==> src/rtl/pipe_de_stage.sv <==
// ID/EX pipeline register with a valid/ready handshake, an optional skid entry,
// a bubble-inserting flush and per-instruction cancel/PC/delay-slot capture.
module pipe_de_stage #(
  parameter int DW    = 32,
  parameter int RNW   = 5,
  parameter int ALUCW = 4,
  parameter bit SKID  = 1'b1
) (
  input  logic             clk,
  input  logic             clr,
  input  logic             d_valid,
  output logic             d_ready,
  input  logic             dwreg,
  input  logic             dm2reg,
  input  logic             dwmem,
  input  logic             daluimm,
  input  logic             dshift,
  input  logic             djal,
  input  logic [ALUCW-1:0] daluc,
  input  logic [DW-1:0]    da,
  input  logic [DW-1:0]    db,
  input  logic [DW-1:0]    dimm,
  input  logic [DW-1:0]    dpc4,
  input  logic [DW-1:0]    dpc,
  input  logic [RNW-1:0]   drn,
  input  logic             dcancel,
  input  logic             dbd,
  input  logic             flush,
  output logic             e_valid,
  input  logic             e_ready,
  output logic             ewreg,
  output logic             em2reg,
  output logic             ewmem,
  output logic             ealuimm,
  output logic             eshift,
  output logic             ejal,
  output logic [ALUCW-1:0] ealuc,
  output logic [DW-1:0]    ea,
  output logic [DW-1:0]    eb,
  output logic [DW-1:0]    eimm,
  output logic [DW-1:0]    epc4,
  output logic [DW-1:0]    epc,
  output logic [RNW-1:0]   ern,
  output logic             ecancel,
  output logic             ebd,
  output logic [1:0]       occ
);

  typedef struct packed {
    logic             wreg;
    logic             m2reg;
    logic             wmem;
    logic             aluimm;
    logic             shift;
    logic             jal;
    logic [ALUCW-1:0] aluc;
    logic [DW-1:0]    a;
    logic [DW-1:0]    b;
    logic [DW-1:0]    imm;
    logic [DW-1:0]    pc4;
    logic [DW-1:0]    pc;
    logic [RNW-1:0]   rn;
    logic             cancel;
    logic             bd;
  } entry_t;

  // Encoding chosen so that bit 1 is exactly "skid entry valid".
  typedef enum logic [1:0] {
    EMPTY = 2'd0,
    ONE   = 2'd1,
    TWO   = 2'd2
  } state_t;

  state_t state_q, state_d;
  entry_t main_q, skid_q, d_entry;
  logic   accept, retire;
  logic   load_main_d, load_main_skid, load_skid;

  // A cancelled instruction keeps its PC and delay-slot flag but loses every side effect.
  always_comb begin
    d_entry        = '0;
    d_entry.wreg   = dwreg & ~dcancel;
    d_entry.m2reg  = dm2reg & ~dcancel;
    d_entry.wmem   = dwmem & ~dcancel;
    d_entry.aluimm = daluimm;
    d_entry.shift  = dshift;
    d_entry.jal    = djal & ~dcancel;
    d_entry.aluc   = daluc;
    d_entry.a      = da;
    d_entry.b      = db;
    d_entry.imm    = dimm;
    d_entry.pc4    = dpc4;
    d_entry.pc     = dpc;
    d_entry.rn     = drn;
    d_entry.cancel = dcancel;
    d_entry.bd     = dbd;
  end

  assign e_valid = (state_q != EMPTY);
  assign d_ready = SKID ? ~state_q[1] : (~e_valid | e_ready);
  assign accept  = d_valid & d_ready;
  assign retire  = e_valid & e_ready;
  assign occ     = state_q;

  always_comb begin
    state_d        = state_q;
    load_main_d    = 1'b0;
    load_main_skid = 1'b0;
    load_skid      = 1'b0;
    if (flush) begin
      state_d = EMPTY;
    end else begin
      case (state_q)
        EMPTY: begin
          if (accept) begin
            state_d     = ONE;
            load_main_d = 1'b1;
          end
        end
        ONE: begin
          if (accept && retire) begin
            load_main_d = 1'b1;
          end else if (accept && SKID) begin
            state_d   = TWO;
            load_skid = 1'b1;
          end else if (retire) begin
            state_d = EMPTY;
          end
        end
        TWO: begin
          if (retire) begin
            state_d        = ONE;
            load_main_skid = 1'b1;
          end
        end
        default: state_d = EMPTY;
      endcase
    end
  end

  always_ff @(posedge clk or posedge clr) begin
    if (clr) state_q <= EMPTY;
    else     state_q <= state_d;
  end

  // Flush scrubs control bits so a stale entry can never write back later.
  always_ff @(posedge clk or posedge clr) begin
    if (clr) begin
      main_q <= '0;
      skid_q <= '0;
    end else if (flush) begin
      main_q.wreg   <= 1'b0;
      main_q.m2reg  <= 1'b0;
      main_q.wmem   <= 1'b0;
      main_q.jal    <= 1'b0;
      main_q.cancel <= 1'b0;
      skid_q.wreg   <= 1'b0;
      skid_q.m2reg  <= 1'b0;
      skid_q.wmem   <= 1'b0;
      skid_q.jal    <= 1'b0;
      skid_q.cancel <= 1'b0;
    end else begin
      if (load_main_d)         main_q <= d_entry;
      else if (load_main_skid) main_q <= skid_q;
      if (load_skid)           skid_q <= d_entry;
    end
  end

  assign ewreg   = main_q.wreg & e_valid;
  assign em2reg  = main_q.m2reg & e_valid;
  assign ewmem   = main_q.wmem & e_valid;
  assign ejal    = main_q.jal & e_valid;
  assign ecancel = main_q.cancel & e_valid;
  assign ealuimm = main_q.aluimm;
  assign eshift  = main_q.shift;
  assign ebd     = main_q.bd;
  assign ealuc   = main_q.aluc;
  assign ea      = main_q.a;
  assign eb      = main_q.b;
  assign eimm    = main_q.imm;
  assign epc4    = main_q.pc4;
  assign epc     = main_q.pc;
  assign ern     = main_q.rn;

endmodule

==> config.mk <==
export PLATFORM = sky130hd
export DESIGN_NAME = pipe_de_stage
export DESIGN_NICKNAME = d
export VERILOG_FILES = /design/src/rtl/pipe_de_stage.sv
export SDC_FILE = /design/constraint.sdc
export NUM_CORES = 1
export LEC_CHECK = 0
export CAP_MARGIN = 30
export CORE_MARGIN = 4
export CORE_UTILIZATION = 51
export DETAILED_ROUTE_END_ITERATION = 10
export GPL_TIMING_DRIVEN = 0
export PLACE_DENSITY = 0.84
export SLEW_MARGIN = 0
export SYNTH_ARGS = -nofsm -noshare
export SYNTH_HDL_FRONTEND = slang
export SYNTH_SLANG_ARGS = --single-unit
==> constraint.sdc <==
create_clock -name clk -period 15.15 [get_ports clk]
set_input_delay 2.2725 -clock clk [delete_from_list [all_inputs] [get_ports clk]]
set_output_delay 2.2725 -clock clk [all_outputs]
set_load 0.02 [all_outputs]
==> summary.txt, run 1 <==
Drt
  • DRT iter0 DRCs: 817
  • Via-to-Cell Ratio: 5.482
  • Via count: about 11k
  • Number of iterations in the first detailed-routing pass: 5
  • DRC: 0
  • WL final: 41110 um
  • Routed len/inst: 20.48 um
  • DRT antenna net count: 0

CTS
  • # Post-CTS Setup Buffers: 0
  • H-tree levels: 2
  • Clock latency on the worst-skew pair: about 0.5 ns
  • CTS Buf Count: 39
  • CTS sink count: between 300 and 400
  • Post_cts resized: 0
  • Hold Buf Count CTS: 0
  • CTS tree: built
  • CTS root buffer: clkbuf_16
  • Worst-path clk slew: 0.06 ns
  • Clk buf depth: 3

Critical path
  • Crit Reg-Reg Endpoint: epc[11]
  • Critical path startpoint category: flop
  • Largest fanout on the critical path: 8
  • Slowest CP cell: clkdlybuf4s50_1
  • Critical Path AT: a little over 2 ns
  • WP data required: between 10 and 15 ns
  • Worst Reg-to-Reg Cells: 6
  • Flop2flop setup slack: 12.95 ns
  • Cell family with most CP delay: buffers and inverters
  • Max incr delay on CP: 0.66 ns
  • CP Class: flop to output port
  • R2r startpoint: occ[1]
  • Worst Setup End Kind: output port
  • Worst path bufs/invs: 1
  • Worst-path cell chain: nor2_1 -> nor2b_1 -> clkdlybuf4s50_1

Timing
  • Hold Fails Final Rpt: 0
  • Fin crit period: 4.329 ns
  • Final period util: 28.57%
  • Worst hold slack: 0.4742 ns
  • Worst-Margin Slew: 0.8676 ns
  • Fmax: 231.0 MHz
  • Slew Limit Fails: 0
  • Clk_skew: a little under 0.01 ns
  • # setup viols final: 0
  • Max-slew headroom: a little over two fifths
  • RSZ-0062 raised after global routing: no

Power and ir drop
  • Maximum VDD drop: 0.00009529 V
  • Power Total: 2.917 mW
  • Leakage dissipation: 9.543 nW
  • PD cells: roughly 140 nW/um2

Global routing
  • Number of global-route vias before repair: roughly 12k
  • First-pass GRT wire length: 64670 um
  • Largest net degree at the start of global routing: ~140
  • Initial antenna violation count: 5
  • Global Route Usage Sum: 23.93%
  • Global route overflow: 0

Floorplanning
  • Die Wd: 183.6 um
  • Initial cell density of the core: 51.54%
  • Die Y: 183.6 um
  • Core area: just over 30000 um2
  • I/O Pins: 363
  • Row count: 64
  • Die area: 33710 um2

Synthesis
  • Synth warn: 0
  • Netlist Area Pre-Place: between 15000 and 20000 um2
  • Post-synth cell types: 31
  • Syn Area/Cell: 13.33 um2
  • Number of synthesized register bits: 356
  • Area share of the largest cell type after synthesis: 56.65%
  • Cells after synthesis: 1180
  • Synthesized net count: about 1.4k
  • Main area contributors after synthesis: dfrtp_1, a221o_1, mux2_1, buf_4, and2_1
  • Sequential share of the synthesized area: 56.65%
  • Yosys top cell by area: dfrtp_1

Placement
  • Detailed placer's ending HPWL: 29050 um
  • Gpl congestion: 0.8266
  • DP Area: 19900 um2
  • Placed cell count: about 1.9k
  • Port-buffer cells: 361

Layout
  • # nets final: 1766
  • Layout cells sized above 1: 20.97%
  • Post-Layout Inst Area: around 21000 um2
  • Most frequent cells in the layout: clkdlybuf4s50_1, dfrtp_1, buf_4, and2_1, a221o_1
  • Final std cells w/o fill: 2007
  • Synth-to-layout area growth: 34.66%
  • Most common cell after layout, fill and taps aside: clkdlybuf4s50_1
  • Fillers: 2120

Run status
  • Status: complete, no violations

Min path
  • WHS Path Cells: 1
  • Hold path endpoint: skid_q[10]
  • Hold path startpoint: skid_q[10]
  • Hold Crit Class: flop to flop

Job
  • Max_cap viols: 0
[state kept, by name, indices dropped and copies added, names as in the netlist]
signal and count:
ern 5, eshift 1, occ 2, epc 32, epc4 32, ebd 1, ea 32, ealuc 4
skid_q 177, ealuimm 1, main_q 5, eimm 32, eb 32
[stage by stage]
step                      setup TNS, ns  setup slack (ns)  util [%]
after global routing                  0             10.74     69.41
after global placement          -335.41           -0.9705     65.01
after floorplan                       0             3.001         -
after CTS                             0             10.80     69.37
after detailed placement              0             10.55     65.21
final                                 0             10.82     69.41
[layer usage]
metal	GRT usage, %	routed length, um
met1	31.23	16590
met2	39.81	20070
met4	7.688	1258
met3	5.738	3184
met5	0	12
[worst max path at each step]
| stage | startpoint | slack (ns) | depth (start not counted) | endpoint |
|---|---|---|---|---|
| floorplan | clr | 3.00 | 1 | ea[0] |
| global placement | clr | -0.97 | 2 | skid_q[66] |
| detailed placement | e_ready | 10.55 | 7 | skid_q[70] |
| CTS | occ[0] | 10.80 | 3 | em2reg |
| global route | occ[0] | 10.74 | 3 | em2reg |
| finish | occ[0] | 10.82 | 3 | em2reg |
[Yosys cell counts]
cell and number:
mux2_2 47, a2111oi_0 1, dfrtp_1 356, o32a_1 4
and4bb_2 1, mux2_1 125, buf_2 42, nor3_1 2
o21ai_0 2, inv_1 10, a221oi_1 4, a21o_1 1
clkbuf_2 1, and2_1 173, nor3_4 1, nand2_1 1
a21oi_1 2, nor2b_1 6, nor4_1 4, nand2b_1 5
a32o_1 3, and2b_1 1, nor3b_1 1, buf_4 184
nor2_1 2, a221o_1 173, a31oi_1 1, mux2i_1 1
a22o_1 2, buf_6 1, clkbuf_1 23
[final cells by class]
cell class | count | area, um2 | share of cell area (%)
tap | 396 | 495.5 | 2.340
multi-input combinational | 563 | 5085 | 24.01
clock buffer | 55 | 1149 | 5.424
antenna | 4 | 10.01 | 0.04727
clock inverter | 9 | 120.1 | 0.5672
sequential | 356 | 8909 | 42.07
buffer | 251 | 1694 | 8.000
inverter | 10 | 45.04 | 0.2127
timing repair buffer | 363 | 3669 | 17.32
[cell families after synthesis]
kind of cell,synth area share (%)
mux,12.38
buf+inv,11.01
flops,56.65
compound gates,12.06
simple gates,7.893
[power by group]
group / switching (mW) / internal, mW / total (mW)
Sequential: 0.108 / 1.16 / 1.27
Clock: 0.368 / 0.575 / 0.943
Combinational: 0.290 / 0.414 / 0.703
[worst reg2reg max path, stage by stage, from the launching register on]
cell and delay [ns]:
dfrtp_1 0.46, nand2b_1 0.18, buf_2 0.18, nor3_1 0.19, clkbuf_1 0.55, buf_2 0.38, a221o_1 0.21
Note: power is estimated with default switching activity, not from simulation.
==> run 2: changes to the inputs <==
--- a/config.mk
+++ b/config.mk
@@ -7,10 +7,10 @@
 export LEC_CHECK = 0
 export CAP_MARGIN = 30
 export CORE_MARGIN = 4
-export CORE_UTILIZATION = 51
+export CORE_UTILIZATION = 46
 export DETAILED_ROUTE_END_ITERATION = 10
 export GPL_TIMING_DRIVEN = 0
-export PLACE_DENSITY = 0.84
+export PLACE_DENSITY = 0.8
 export SLEW_MARGIN = 0
 export SYNTH_ARGS = -nofsm -noshare
 export SYNTH_HDL_FRONTEND = slang
==> constraint.sdc (replaced) <==
create_clock -name clk -period 3.55 [get_ports clk]
set_input_delay 0.5325 -clock clk [delete_from_list [all_inputs] [get_ports clk]]
set_output_delay 0.5325 -clock clk [all_outputs]
set_load 0.02 [all_outputs]
==> run 2 against run 1 <==
Via count shrank 0.65%. Wire length grew 0.96%. Clock power grew to 4.3 times the previous value. Design area up 1.1%. Critical path depth is the same. Non-clock buffer count rose by 8. Global-route usage is 2.0 points lower. Clock skew is 0.0033 ns lower. Largest cell class unchanged. Largest power group unchanged.
==> summary.txt, run 2 (synthesis results as in run 1) <==
Job
  • Max_cap viols: 0 (unchanged)

Critical path
  • WP data required: 3.02 ns (-9.86 ns)
  • Critical path startpoint category: flop
  • Largest fanout on the critical path: 8 (unchanged)
  • Worst Setup End Kind: output port
  • CP Class: flop to output port
  • Critical Path AT: 2.03 ns (-0.03 ns)

CTS
  • Hold Buf Count CTS: 0 (unchanged)
  • Worst-path clk slew: 0.06 ns (about the same)
  • Post_cts resized: 0 (unchanged)
  • H-tree levels: 2 (unchanged)
  • # Post-CTS Setup Buffers: 0 (unchanged)
  • CTS sink count: 356 (unchanged)
  • CTS tree: built
  • CTS root buffer: clkbuf_16
  • Clock latency on the worst-skew pair: 0.51 ns (about the same)
  • Clk buf depth: 3 (unchanged)
  • CTS Buf Count: 38 (-2.6%)

Floorplanning
  • Die Y: 192.9 um (+5.1%)
  • Die area: 37210 um2 (+10%)
  • I/O Pins: 363 (unchanged)
  • Core area: 33620 um2 (+10%)
  • Initial cell density of the core: 46.78% (-4.8 points)
  • Row count: 67 (+4.7%)
  • Die Wd: 192.9 um (+5.1%)

Power and ir drop
  • Sw Ratio: 26.17% (-0.066 points)
  • Clock share of power: 32.4% (about the same)
  • Proportion of power drawn by flip-flops and latches: 43.4% (-0.2 points)
  • Internal power: 9.211 mW (+330%)
  • Maximum VDD drop: 0.0003385 V (+260%)
  • Reported net switching power: 3.265 mW (+330%)
  • Logic pwr share: 24.2% (about the same)
  • PD cells: 582.6 nW/um2 (+320%)
  • Leakage dissipation: 9.611 nW (+0.72%)

Timing
  • Final period util: 72.30%
  • Clk_skew: 0.006593 ns (-0.003338 ns)
  • # setup viols final: 0 (unchanged)
  • Slew Limit Fails: 0 (unchanged)
  • RSZ-0062 raised after global routing: no
  • Max-slew headroom: 54.35% (+12 points)
  • Worst-Margin Slew: 0.6847 ns (-0.1828 ns)
  • Hold Fails Final Rpt: 0 (unchanged)
  • Fmax: 389.6 MHz
  • Fin crit period: 2.567 ns
  • Final WS setup: 0.9833 ns (-9.838 ns)

Drt
  • Via-to-Cell Ratio: 5.268 (-3.9%)
  • DRT iter0 DRCs: 602 (-26%)
  • DRC: 0 (unchanged)
  • DRT antenna net count: 0 (unchanged)
  • Routed len/inst: 20.00 um (-2.3%)
  • Number of iterations in the first detailed-routing pass: 4 (-1)
  • Via count: 10.93k (-0.65%)
  • WL final: 41500 um (+0.96%)

Layout
  • Layout cells sized above 1: 21.34% (+0.37 points)
  • Post-Layout Inst Area: 21410 um2 (+1.1%)
  • Most common cell after layout, fill and taps aside: clkdlybuf4s50_1
  • Synth-to-layout area growth: 36.18%
  • Largest reg by FF count: skid_q
  • # nets final: 1773 (+0.40%)
  • Max FFs per register: 177 (unchanged)
  • Most frequent cells in the layout: clkdlybuf4s50_1, dfrtp_1, buf_4, and2_1, a221o_1

Global routing
  • Global route overflow: 0 (unchanged)
  • Initial antenna violation count: 6 (+1)
  • Global Route Usage Sum: 21.92% (-2.0 points)
  • First-pass GRT wire length: 65000 um (+0.51%)
  • Largest net degree at the start of global routing: 40 (-70%)
  • Number of global-route vias before repair: 11.76k (+0.37%)

Placement
  • Port-buffer cells: 361 (unchanged)
  • DP Area: 20100 um2 (+1.0%)
  • Worst slack, placed: 0.6342 ns (-9.914 ns)
  • Detailed placer's ending HPWL: 30430 um (+4.8%)
  • Gpl congestion: 0.8104 (-2.0%)

Min path
  • Hold Crit Class: input pin to async pin

Run status
  • Status: complete, no violations
## run 2: cell types whose count changed in the layout (fill, tap and decap cells not counted)
cell	delta
clkbuf_8	+3
diode_2	+2
buf_12	+10
inv_8	-1
bufinv_16	-1
clkbuf_1	+5
buf_16	-2
clkinv_2	-2
clkinvlp_4	+2
## run 2: layout make-up
| cell class | count | area (um2) |
|---|---|---|
| Antenna cell | 6 | 15.01 |
| Buffer | 251 | 1694 |
| Clock buffer | 63 | 1209 |
| Clock inverter | 7 | 87.58 |
| Fill cell | 2508 | 12200 |
| Inverter | 10 | 41.29 |
| Multi-Input combinational cell | 563 | 5085 |
| Sequential cell | 356 | 8909 |
| Tap cell | 448 | 560.5 |
| Timing Repair Buffer | 371 | 3814 |
## run 2: stage by stage
stage	power (mW)	hold WS (ns)	setup TNS, ns	cells	utilization (%)
detailed placement	8.512	0.4664	0	1999	59.80
floorplan	7.175	0.4489	-624.01	1180	-
global route	13.06	0.4311	0	2074	63.70
finish	12.48	0.3955	0	2075	63.70
global placement	8.363	0.4579	-1435.68	1989	59.21
CTS	12.60	0.3902	0	2069	63.66
## run 2: path summary, 6_finish.rpt
path | to | from | cells after the start | slack (ns)
min in group clk | skid_q[3] | skid_q[3] | 1 | 0.47
worst max-delay path | ewmem | occ[0] | 3 | 0.98
worst min register to register | skid_q[3] | skid_q[3] | 1 | 0.47
worst max register to register | skid_q[162] | occ[1] | 6 | 1.33
worst min-delay path | ea[16] | clr | 2 | 0.40
max in group asynchronous | skid_q[89] | clr | 6 | 1.86
## run 2: power by group through the flow
stage | clock network (mW) | registers, mW | logic, mW
2_1_floorplan | 0 | 5.33 | 1.85
3_3_place_gp | 0 | 5.43 | 2.94
3_5_place_dp | 0 | 5.47 | 3.05
4_1_cts | 4.13 | 5.41 | 3.06
5_1_grt | 4.31 | 5.53 | 3.23
6_report | 4.04 | 5.42 | 3.01
## run 2: critical path, stage by stage (launching register included)
cell,delay [ns]
dfrtp_1,0.46
nor2_1,0.36
nor2b_1,0.15
clkdlybuf4s50_1,0.56
## run 2: routing by layer
metal / share of wire (%) / GRT usage [%] / up-vias
li1: - / - / 4956
met1: 40 / 27.86 / 5532
met2: 49 / 36.19 / 348
met3: 7.4 / 5.952 / 93
met4: 3.6 / 7.979 / 2
met5: 0.048 / 0 / -
